`src/rtl/fp_norm_round.sv`:
```
// Post-add normalization and rounding stage for a binary32 adder.
// Three pipeline stages: leading-zero count, shift/round, classify/pack.
// A single global stall freezes every stage while the output is held.

// Logarithmic left barrel shifter: one conditional power-of-two shift per select bit.
module fp_norm_shl #(
  parameter int W  = 25,
  parameter int SW = 5
) (
  input  logic [W-1:0]  data,
  input  logic [SW-1:0] sel,
  output logic [W-1:0]  shifted
);
  logic [W-1:0] stg [SW+1];

  assign stg[0] = data;

  generate
    for (genvar gi = 0; gi < SW; gi++) begin : g_stage
      // Stage gi shifts by 2**gi when its select bit is set.
      assign stg[gi+1] = sel[gi] ? (stg[gi] << (1 << gi)) : stg[gi];
    end
  endgenerate

  assign shifted = stg[SW];
endmodule

module fp_norm_round #(
  parameter int EXP_W  = 8,
  parameter int MANT_W = 25,
  parameter int BIAS   = 127
) (
  input  logic                      clk,
  input  logic                      rst,
  input  logic                      in_valid,
  output logic                      in_ready,
  input  logic                      in_sign,
  input  logic [EXP_W-1:0]          in_exp,
  input  logic [MANT_W-1:0]         in_mant,
  output logic                      out_valid,
  input  logic                      out_ready,
  output logic [EXP_W+MANT_W-2:0]   out_data,
  output logic                      out_ovf,
  output logic                      out_unf
);
  localparam int SEL_W  = $clog2(MANT_W);
  localparam int E_W    = EXP_W + 2;
  localparam int FRAC_W = MANT_W - 2;
  localparam int OUT_W  = 1 + EXP_W + FRAC_W;
  // Largest biased exponent is reserved for infinity.
  localparam logic signed [E_W-1:0] E_OVF  = E_W'(2 * BIAS + 1);
  localparam logic signed [E_W-1:0] E_ZERO = '0;

  logic stall;
  logic advance;

  logic                    s1_valid_reg;
  logic                    s1_sign_reg;
  logic [EXP_W-1:0]        s1_exp_reg;
  logic [MANT_W-1:0]       s1_mant_reg;
  logic [SEL_W-1:0]        s1_lzc_reg;
  logic [SEL_W-1:0]        lzc_next;

  logic [MANT_W-1:0]       shl_out;
  logic                    carry;
  logic                    rnd_up;
  logic [MANT_W-1:0]       m_pre;
  logic signed [E_W-1:0]   e_pre;
  logic [MANT_W-2:0]       m_next;
  logic signed [E_W-1:0]   e_next;

  logic                    s2_valid_reg;
  logic                    s2_sign_reg;
  logic signed [E_W-1:0]   s2_e_reg;
  logic [MANT_W-2:0]       s2_m_reg;

  logic [OUT_W-1:0]        pack_data;
  logic                    pack_ovf;
  logic                    pack_unf;

  logic                    out_valid_reg;
  logic [OUT_W-1:0]        out_data_reg;
  logic                    out_ovf_reg;
  logic                    out_unf_reg;

  assign stall    = out_valid_reg & ~out_ready;
  assign advance  = ~stall;
  assign in_ready = ~stall;

  // Leading zeros of the mantissa below the carry bit; all-zero gives MANT_W-1.
  always_comb begin
    lzc_next = SEL_W'(MANT_W - 1);
    for (int i = 0; i < MANT_W - 1; i++) begin
      if (in_mant[i]) lzc_next = SEL_W'(MANT_W - 2 - i);
    end
  end

  // Stage 1: capture the input word together with its leading-zero count.
  always_ff @(posedge clk) begin
    if (rst) begin
      s1_valid_reg <= 1'b0;
      s1_sign_reg  <= 1'b0;
      s1_exp_reg   <= '0;
      s1_mant_reg  <= '0;
      s1_lzc_reg   <= '0;
    end else if (advance) begin
      s1_valid_reg <= in_valid;
      s1_sign_reg  <= in_sign;
      s1_exp_reg   <= in_exp;
      s1_mant_reg  <= in_mant;
      s1_lzc_reg   <= lzc_next;
    end
  end

  fp_norm_shl #(.W(MANT_W), .SW(SEL_W)) u_shl (
    .data    (s1_mant_reg),
    .sel     (s1_lzc_reg),
    .shifted (shl_out)
  );

  // Carry path shifts right and rounds the single dropped bit to even;
  // otherwise the barrel shifter normalizes exactly. A rounding carry into
  // the top bit is folded back by a final one-bit renormalization.
  // A zero mantissa leaves the hidden bit clear, which stage 3 reads as zero.
  always_comb begin
    carry  = s1_mant_reg[MANT_W-1];
    rnd_up = carry & s1_mant_reg[0] & s1_mant_reg[1];
    m_pre  = shl_out;
    e_pre  = {2'b00, s1_exp_reg} - {{(E_W-SEL_W){1'b0}}, s1_lzc_reg};
    if (carry) begin
      m_pre = {1'b0, s1_mant_reg[MANT_W-1:1]} + {{(MANT_W-1){1'b0}}, rnd_up};
      e_pre = {2'b00, s1_exp_reg} + E_W'(1);
    end
    m_next = m_pre[MANT_W-2:0];
    e_next = e_pre;
    if (m_pre[MANT_W-1]) begin
      m_next = m_pre[MANT_W-1:1];
      e_next = e_pre + E_W'(1);
    end
  end

  // Stage 2: hold the normalized mantissa and widened signed exponent.
  always_ff @(posedge clk) begin
    if (rst) begin
      s2_valid_reg <= 1'b0;
      s2_sign_reg  <= 1'b0;
      s2_e_reg     <= '0;
      s2_m_reg     <= '0;
    end else if (advance) begin
      s2_valid_reg <= s1_valid_reg;
      s2_sign_reg  <= s1_sign_reg;
      s2_e_reg     <= e_next;
      s2_m_reg     <= m_next;
    end
  end

  // Classify into zero / infinity / flush-to-zero / normal and pack.
  always_comb begin
    pack_data = '0;
    pack_ovf  = 1'b0;
    pack_unf  = 1'b0;
    if (!s2_m_reg[MANT_W-2]) begin
      pack_data = '0;
    end else if (s2_e_reg >= E_OVF) begin
      pack_data = {s2_sign_reg, {EXP_W{1'b1}}, {FRAC_W{1'b0}}};
      pack_ovf  = 1'b1;
    end else if (s2_e_reg <= E_ZERO) begin
      pack_data = {s2_sign_reg, {(OUT_W-1){1'b0}}};
      pack_unf  = 1'b1;
    end else begin
      pack_data = {s2_sign_reg, s2_e_reg[EXP_W-1:0], s2_m_reg[FRAC_W-1:0]};
    end
  end

  // Stage 3: output register, frozen while downstream is not ready.
  always_ff @(posedge clk) begin
    if (rst) begin
      out_valid_reg <= 1'b0;
      out_data_reg  <= '0;
      out_ovf_reg   <= 1'b0;
      out_unf_reg   <= 1'b0;
    end else if (advance) begin
      out_valid_reg <= s2_valid_reg;
      out_data_reg  <= pack_data;
      out_ovf_reg   <= pack_ovf;
      out_unf_reg   <= pack_unf;
    end
  end

  assign out_valid = out_valid_reg;
  assign out_data  = out_data_reg;
  assign out_ovf   = out_ovf_reg;
  assign out_unf   = out_unf_reg;
endmodule

```
`config.mk`:
```
export PLATFORM = sky130hd
export DESIGN_NAME = fp_norm_round
export DESIGN_NICKNAME = d
export VERILOG_FILES = /design/src/rtl/fp_norm_round.sv
export SDC_FILE = /design/constraint.sdc
export NUM_CORES = 1
export LEC_CHECK = 0
export CAP_MARGIN = 20
export CORE_UTILIZATION = 62
export CTS_CLUSTER_SIZE = 30
export DETAILED_ROUTE_END_ITERATION = 7
export PLACE_DENSITY = 0.95
export SLEW_MARGIN = 20
export SYNTH_ARGS = -nofsm -noshare
export SYNTH_HDL_FRONTEND = slang
export SYNTH_SLANG_ARGS = --single-unit
```
`constraint.sdc`:
```
create_clock -name clk -period 7.2 [get_ports clk]
set_clock_uncertainty 0.2 [all_clocks]
set_input_delay 0.72 -clock clk [delete_from_list [all_inputs] [get_ports clk]]
set_output_delay 0.72 -clock clk [all_outputs]
set_load 0.005 [all_outputs]
```
==> flow_summary.toml, run 1 <==
[outcome]
status = "finished, final reports clean"

[logic_synthesis]
netlist_instances = 856
synthArstFlopShare_pct = 0
synth_fp_nets = 903
seq_area_frac_synth_pct = 32.2
synth_top_area_share_pct = 32.2
synth_area_leaders = "dfxtp_1 (32%), nand2_1 (7.1%), mux4_2 (6.2%), mux2i_1 (5.4%), a21oi_1 (5.1%)"
yosysWarnings = 0
synth.avg_cell_area_um2 = 8.05
synth.most_common_cell = "nand2_1"
syn-cell-area_mm2 = 0.00689
synth_ff_type = "dfxtp_1"
synth_edf_count = 0
synth_commonest_cells = "nand2_1 (131), dfxtp_1 (111), nor2_1 (84)"
ys_seq_elements = 111
yosys.cell_types.count = 63
synth_top_area_cell = "dfxtp_1"

[sta]
final-setup-viol-count = 0
finalHoldWorstSlack_ns = 0.263
maxSlewViolCount = 0
fin_crit_ns = 3.83
rsz0062_at_grt = "false"
hold_violations = 0
fin_crit_sh_pct = 53.2
tightest_slew_ns = 1.05
tns_ns = 0
timing.fmax_mhz = 261
timing.slew.headroom_pct = 29.1
layout_setup_ws_ns = 3.37

[layout]
nets = 920
n_antenna_cell = 0
post-route-cell-area_mm2 = 0.00775
drive_gt1_share_pct = 6.61
largest_reg_flops = 32
finalCoreUtilization_pct = 71.5
final_cells = 1018
syn_to_final_growth_pct = 12.4

[flow_run]
maxCapViolCount = 0

[worst_setup_path]
critPathKind = "in2out"
endpoint_kind = "output port"
path_max_fanout = 69
cp.required_ns = 6.28
crit_arrival_ns = 2.91
r2r_slack_ns = 3.46
critPathLaunchType = "input pin"

[pwr]
ir_drop_v = 0.000147
leakage_nw = 2.79
total_power_mw = 1.41
p_per_area_mw_per_mm2 = 182

[global_route]
grt_pass1_wl_um = 29900
grt_pass1_vias = 6043
antenna_found_initial = 0
grt_max_degree = 73
grt_overflow = 0
grtUsageTotal_pct = 32.7

[floorplanning]
core_mm2 = 0.0108
dieWidth_um = 107
std_cell_rows = 38
io_pins = 74
die-area_mm2 = 0.0115
die_h_um = 107
initial_utilization_pct = 63.6

[detailed_routing]
drtIter0Drc = 765
drc = 0
drt_wl_total_um = 18000
dr.pass1.iters = 8
drtAntennaViolNets = 0
wl_per_cell_um = 17.7
vias_per_cell = 6.51
vias = 6624

[clocking]
insertion_delay_ns = 0.41
cts_tree = "done"
ctsHoldBuffers = 0
cts.clk_slew.worst_paths_ns = 0.12
cts_sinks = 111
cts_root_buffer = "clkbuf_8"
cts_setup_buffers = 0
cts-resized-gates = 0
htreeDepth = 3
cts_buffers = 9
cts_max_path_buffers = 2

[placement]
place_worst_setup_slack_ns = 3.33
place_congestion = 1.01
port_buffers = 73
dp.cells = 1002
postPlaceCellArea_mm2 = 0.00753
dp_hpwl_um = 12500

[worst_hold_path]
hold_class = "reg2reg"
[worst max-delay path, cell delays in order]
cell and delay [ns]:
clkdlybuf4s50_1 0.51, nor2b_4 0.05, buf_4 0.31, inv_2 0.09, buf_4 0.54, clkdlybuf4s50_1 0.63
[cells in the final DEF, fill, tap and decap left out, types with 7 or more instances in the layout]
master and count:
nand2_1 131, clkbuf_8 9, nand3_1 20, o21ai_0 38, mux4_2 19, nor4_1 12, nor2_1 84, a21oi_1 70
ha_1 8, xor2_1 14, o22ai_1 8, buf_4 10, a22oi_1 30, inv_1 14, nand4_1 13, nor2b_1 7
nand3b_1 14, a211oi_1 11, a31oi_1 15, mux2i_1 37, o211ai_1 7, dfxtp_1 111, clkdlybuf4s50_1 72, xnor2_1 14
and3_1 10, nor3_1 21
[worst paths after layout]
path / start / to / depth (start not counted)
setup / recovery: out_ready / in_ready / 6
hold / removal: s2_m_reg[15] / s2_m_reg[15] / 2
setup reg to reg: s1_mant_reg[24] / s2_e_reg[6] / 11
hold reg to reg: s2_m_reg[15] / s2_m_reg[15] / 2
[area by class of cell]
cell class / instances / area (um2)
clock buffer: 9 / 124
clock inverter: 7 / 95.1
fill: 846 / 3090
inverter: 16 / 60.1
multi-input combinational: 652 / 4270
sequential: 111 / 2220
tap: 140 / 175
timing repair buffer: 83 / 801
[logic make-up (layout without fill, tap and decap cells)]
kind of cell | after synthesis | count (layout) | synth area share (%)
and+or+nand+nor | 339 | 339 | 23.6
DFF | 111 | 111 | 32.2
xor gates and xnor gates | 28 | 28 | 3.56
AOI/OAI and AO/OA | 213 | 213 | 19.4
adders and majority gates | 9 | 9 | 1.74
muxes | 63 | 63 | 13.6
buffers and inverters | 93 | 115 | 5.88
[per-layer routing]
layer,GRT usage (%),up-vias,part of all wire (%)
met3,4.72,48,6.9
met4,11.6,0,2.6
met1,44.4,3110,43
met2,52.9,319,47
met5,0,-,0
li1,-,3147,-
[power by group]
group	internal [mW]	total [mW]	switching [mW]
clock	0.174	0.423	0.249
combinational	0.130	0.289	0.158
sequential	0.652	0.697	0.0449
No activity file was read; power rests on OpenSTA's default activity.
==> inputs of run 2 (changes only) <==
CORE_UTILIZATION = 52   (was 62)
PLACE_DENSITY = 0.86   (was 0.95)
clock period = 3.3 ns   (was 7.2 ns; I/O delays follow)
==> flow_summary.toml, run 2 (same netlist as run 1, synthesis figures left out) <==
[pwr]
ir_drop_v = 0.000282
p_per_area_mw_per_mm2 = 403
total_power_mw = 3.25
leakage_nw = 2.93

[detailed_routing]
drtIter0Drc = 681
dr.pass1.iters = 8
drtAntennaViolNets = 0
met3_length_um = 1280
wl_met1_um = 8250
routed.top_layer = "met4"
vias_per_cell = 6.14
wl_met2_um = 8170
drt_wl_total_um = 18000
wl_per_cell_um = 16.9
drc = 0
vias = 6561

[layout]
n_antenna_cell = 0
final_cell_mix = "nand2_1 (131), dfxtp_1 (111), nor2_1 (84), clkdlybuf4s50_1 (72), a21oi_1 (70)"
largest_reg_flops = 32
layout_commonest_cell = "nand2_1"
post-route-cell-area_mm2 = 0.00806
final_cells = 1068
drive_gt1_share_pct = 8.71
fillers = 1112
syn_to_final_growth_pct = 17.0
nets = 938

[floorplanning]
initial_utilization_pct = 54.0
dieWidth_um = 117
die_h_um = 117
core_mm2 = 0.0128
io_pins = 74
die-area_mm2 = 0.0137
std_cell_rows = 41

[worst_setup_path]
endpoint_kind = "flip-flop"
cp.required_ns = 3.35
critPathKind = "reg2reg"
r2r-start = "s1_mant_reg[1]"
reg2reg_to = "s2_e_reg[6]"
startpoint = "s1_mant_reg[1]"
worst-path-buf-inv = 0
path_delay_family = "simple AND/OR/NAND/NOR gates"
path_cells = "and3_1 > ha_1 > nand4_1 > or3_1 > nor3_4 > nor3_4 > nor3_2 > a31oi_1 > o31a_1"
path_max_fanout = 9
path_common_cell = "nor3_4"
r2r_slack_ns = 0.29
r2r_cells = 9
cp.depth = 9
crit_arrival_ns = 3.06
slowest_stage = "or3_1"
critPathLaunchType = "flip-flop"
endpoint = "s2_e_reg[6]"
slowest_delay_ns = 0.50

[clocking]
ctsHoldBuffers = 0
cts_root_buffer = "clkbuf_16"
insertion_delay_ns = 0.36
cts_max_path_buffers = 2
cts.clk_slew.worst_paths_ns = 0.08
cts_buffers = 9
htreeDepth = 3
cts_sinks = 111
cts_setup_buffers = 0
cts_tree = "done"

[sta]
layout_setup_ws_ns = 0.293
timing.fmax_mhz = 333
maxSlewViolCount = 0
rsz0062_at_grt = "false"
fin_crit_ns = 3.01
tightest_slew_ns = 0.640
tns_ns = 0
fin_crit_sh_pct = 91.1
final-setup-viol-count = 0
timing.slew.headroom_pct = 57.3
hold_violations = 0

[placement]
dp_hpwl_um = 13000
place_congestion = 0.937
dp.cells = 1052
place_worst_setup_slack_ns = 0.153
postPlaceCellArea_mm2 = 0.00776
port_buffers = 73

[global_route]
antenna_found_initial = 0
grt_pass1_vias = 5909
grt_max_degree = 106
grtUsageTotal_pct = 27.8
grt_pass1_wl_um = 29800
grt_overflow = 0

[outcome]
status = "finished, final reports clean"

[flow_run]
maxCapViolCount = 0

[worst_hold_path]
hold_class = "reg2reg"
[run 2: worst reg2reg max path, cell delays in order (launching register included)]
cell	delay (ns)
dfxtp_1	0.47
and3_1	0.23
ha_1	0.21
nand4_1	0.14
or3_1	0.50
nor3_4	0.27
nor3_4	0.10
nor3_2	0.35
a31oi_1	0.13
o31a_1	0.30
[run 2: final cells by class]
cell class,instances,area [um2],share of cell area (%)
Sequential cell,111,2220,27.6
Inverter,16,60.1,0.745
Tap cell,172,215,2.67
Multi-Input combinational cell,652,4280,53.1
Clock inverter,7,72.6,0.900
Clock buffer,9,225,2.79
Timing Repair Buffer,101,986,12.2
[run 2: repair_timing]
action / CTS / global route
endpoints found under the hold margin: 0 / 0
setup endpoints to repair: 0 / 3
resized for setup: 0 / 2
[run 2: layer usage]
layer | vias to the layer above | GRT usage, %
met5 | - | 0
met4 | 0 | 7.93
met3 | 22 | 5.41
met2 | 274 | 44.0
met1 | 3090 | 38.7
li1 | 3175 | -
[run 2: worst min path at each step]
stage,startpoint,end,slack [ns],cells past startpoint
2_1_floorplan,s2_m_reg[15],s2_m_reg[15],0.23,2
3_3_place_gp,s2_m_reg[12],s2_m_reg[12],0.24,2
3_5_place_dp,s2_sign_reg,s2_sign_reg,0.25,2
4_1_cts,s2_m_reg[15],s2_m_reg[15],0.26,2
5_1_grt,s2_m_reg[16],s2_m_reg[16],0.27,2
6_report,s2_m_reg[15],s2_m_reg[15],0.26,2
[run 2: per-stage QoR]
stage | hold slack, ns | utilization [%]
3_5_place_dp | 0.245 | 60.7
6_report | 0.255 | 63.1
2_1_floorplan | 0.232 | -
4_1_cts | 0.257 | 63.1
3_3_place_gp | 0.239 | 60.7
5_1_grt | 0.272 | 63.1
[run 2: power by group]
| part | switching, mW | internal, mW |
|---|---|---|
| Sequential | 0.0910 | 1.42 |
| Combinational | 0.354 | 0.304 |
| Clock | 0.542 | 0.538 |
==> inputs of run 3 (changes only) <==
CORE_UTILIZATION = 50   (was 52)
PLACE_DENSITY = 0.84   (was 0.86)
==> flow_summary.toml, run 3 (same netlist as run 1, synthesis figures left out) <==
[placement]
postPlaceCellArea_mm2 = 0.00778
port_buffers = 73
place_congestion = 0.960
dp_hpwl_um = 13300

[global_route]
grt_pass1_vias = 5861
antenna_found_initial = 0
grt_max_degree = 106
grtUsageTotal_pct = 26.8
grt_overflow = 0
grt_pass1_wl_um = 30500

[layout]
syn_to_final_growth_pct = 17.5
nets = 942
fillers = 1152
largest_reg_flops = 32
layout_commonest_cell = "nand2_1"
post-route-cell-area_mm2 = 0.00810
final_cell_mix = "nand2_1 (131), dfxtp_1 (111), nor2_1 (84), clkdlybuf4s50_1 (72), a21oi_1 (70)"
n_antenna_cell = 0
drive_gt1_share_pct = 8.89

[sta]
maxSlewViolCount = 0
final-setup-viol-count = 0
hold_violations = 0
rsz0062_at_grt = "false"
timing.fmax_mhz = 318
fin_crit_sh_pct = 95.2
fin_crit_ns = 3.14
timing.slew.headroom_pct = 51.7
tightest_slew_ns = 0.724
tns_ns = 0

[outcome]
status = "finished, final reports clean"

[floorplanning]
std_cell_rows = 42
die-area_mm2 = 0.0143
die_h_um = 119
initial_utilization_pct = 51.6
core_mm2 = 0.0133
io_pins = 74
dieWidth_um = 119

[detailed_routing]
wl_per_cell_um = 17.2
vias = 6631
drc = 0
vias_per_cell = 6.16
drtIter0Drc = 761
drtAntennaViolNets = 0
drt_wl_total_um = 18500
dr.pass1.iters = 6

[clocking]
cts_root_buffer = "clkbuf_16"
htreeDepth = 3
cts.clk_slew.worst_paths_ns = 0.07
ctsHoldBuffers = 0
cts-resized-gates = 0
cts_setup_buffers = 0
cts_tree = "done"
cts_sinks = 111
cts_max_path_buffers = 2
cts_buffers = 9
insertion_delay_ns = 0.36

[worst_setup_path]
critPathKind = "reg2reg"
cp.required_ns = 3.37
crit_arrival_ns = 3.21
critPathLaunchType = "flip-flop"
endpoint_kind = "flip-flop"
path_max_fanout = 9

[worst_hold_path]
hold_class = "reg2reg"

[pwr]
p_per_area_mw_per_mm2 = 407
leakage_nw = 2.95
ir_drop_v = 0.000236

[flow_run]
maxCapViolCount = 0
==> run 3: final timing paths <==
kind | start | end | slack [ns] | depth (start not counted)
max | s1_mant_reg[1] | s2_e_reg[7] | 0.16 | 10
min | s1_sign_reg | s1_sign_reg | 0.25 | 2
max reg2reg | s1_mant_reg[1] | s2_e_reg[7] | 0.16 | 10
min reg2reg | s1_sign_reg | s1_sign_reg | 0.25 | 2
==> run 3: where the power goes <==
group | leakage, nW | total (mW) | internal (mW) | switching (mW)
sequential | 0.912 | 1.51 | 1.42 | 0.0901
clock | 0.142 | 1.12 | 0.600 | 0.518
combinational | 1.89 | 0.668 | 0.307 | 0.362
==> run 3: worst max-delay path, stage by stage, from the launching register on <==
cell      delay [ns]
dfxtp_1         0.49
and3_1          0.22
ha_1            0.20
nand4_1         0.17
or3_1           0.50
nor3_4          0.26
nor3_4          0.08
buf_4           0.19
nor4_4          0.34
nand4_1         0.13
a311oi_1        0.28
==> run 3: metal layers <==
layer	vias to the layer above	global-route usage [%]	routed length (um)	share of wire (%)
met5	-	0	0	0
li1	3193	-	-	-
met1	3085	38.5	8460	46
met2	309	40.0	8140	44
met3	44	4.41	1330	7.2
met4	0	10.1	565	3.1
==> run 3: layout make-up <==
cell class / instances / area (um2) / area share (%)
timing repair buffer: 105 / 1010 / 12.5
sequential: 111 / 2220 / 27.4
clock buffer: 11 / 233 / 2.87
tap: 176 / 220 / 2.72
multi-input combinational: 652 / 4290 / 52.9
clock inverter: 5 / 66.3 / 0.819
inverter: 16 / 60.1 / 0.742
==> run 3: through the flow <==
step	power [mW]	util, %	hold WS, ns	std cells	setup slack [ns]
floorplan	1.97	-	0.232	856	0.0668
global placement	2.18	58.3	0.238	1060	0.285
detailed placement	2.19	58.3	0.244	1060	0.147
CTS	3.29	60.5	0.255	1076	0.150
global route	3.45	60.7	0.269	1076	0.0170
finish	3.30	60.7	0.253	1076	0.159
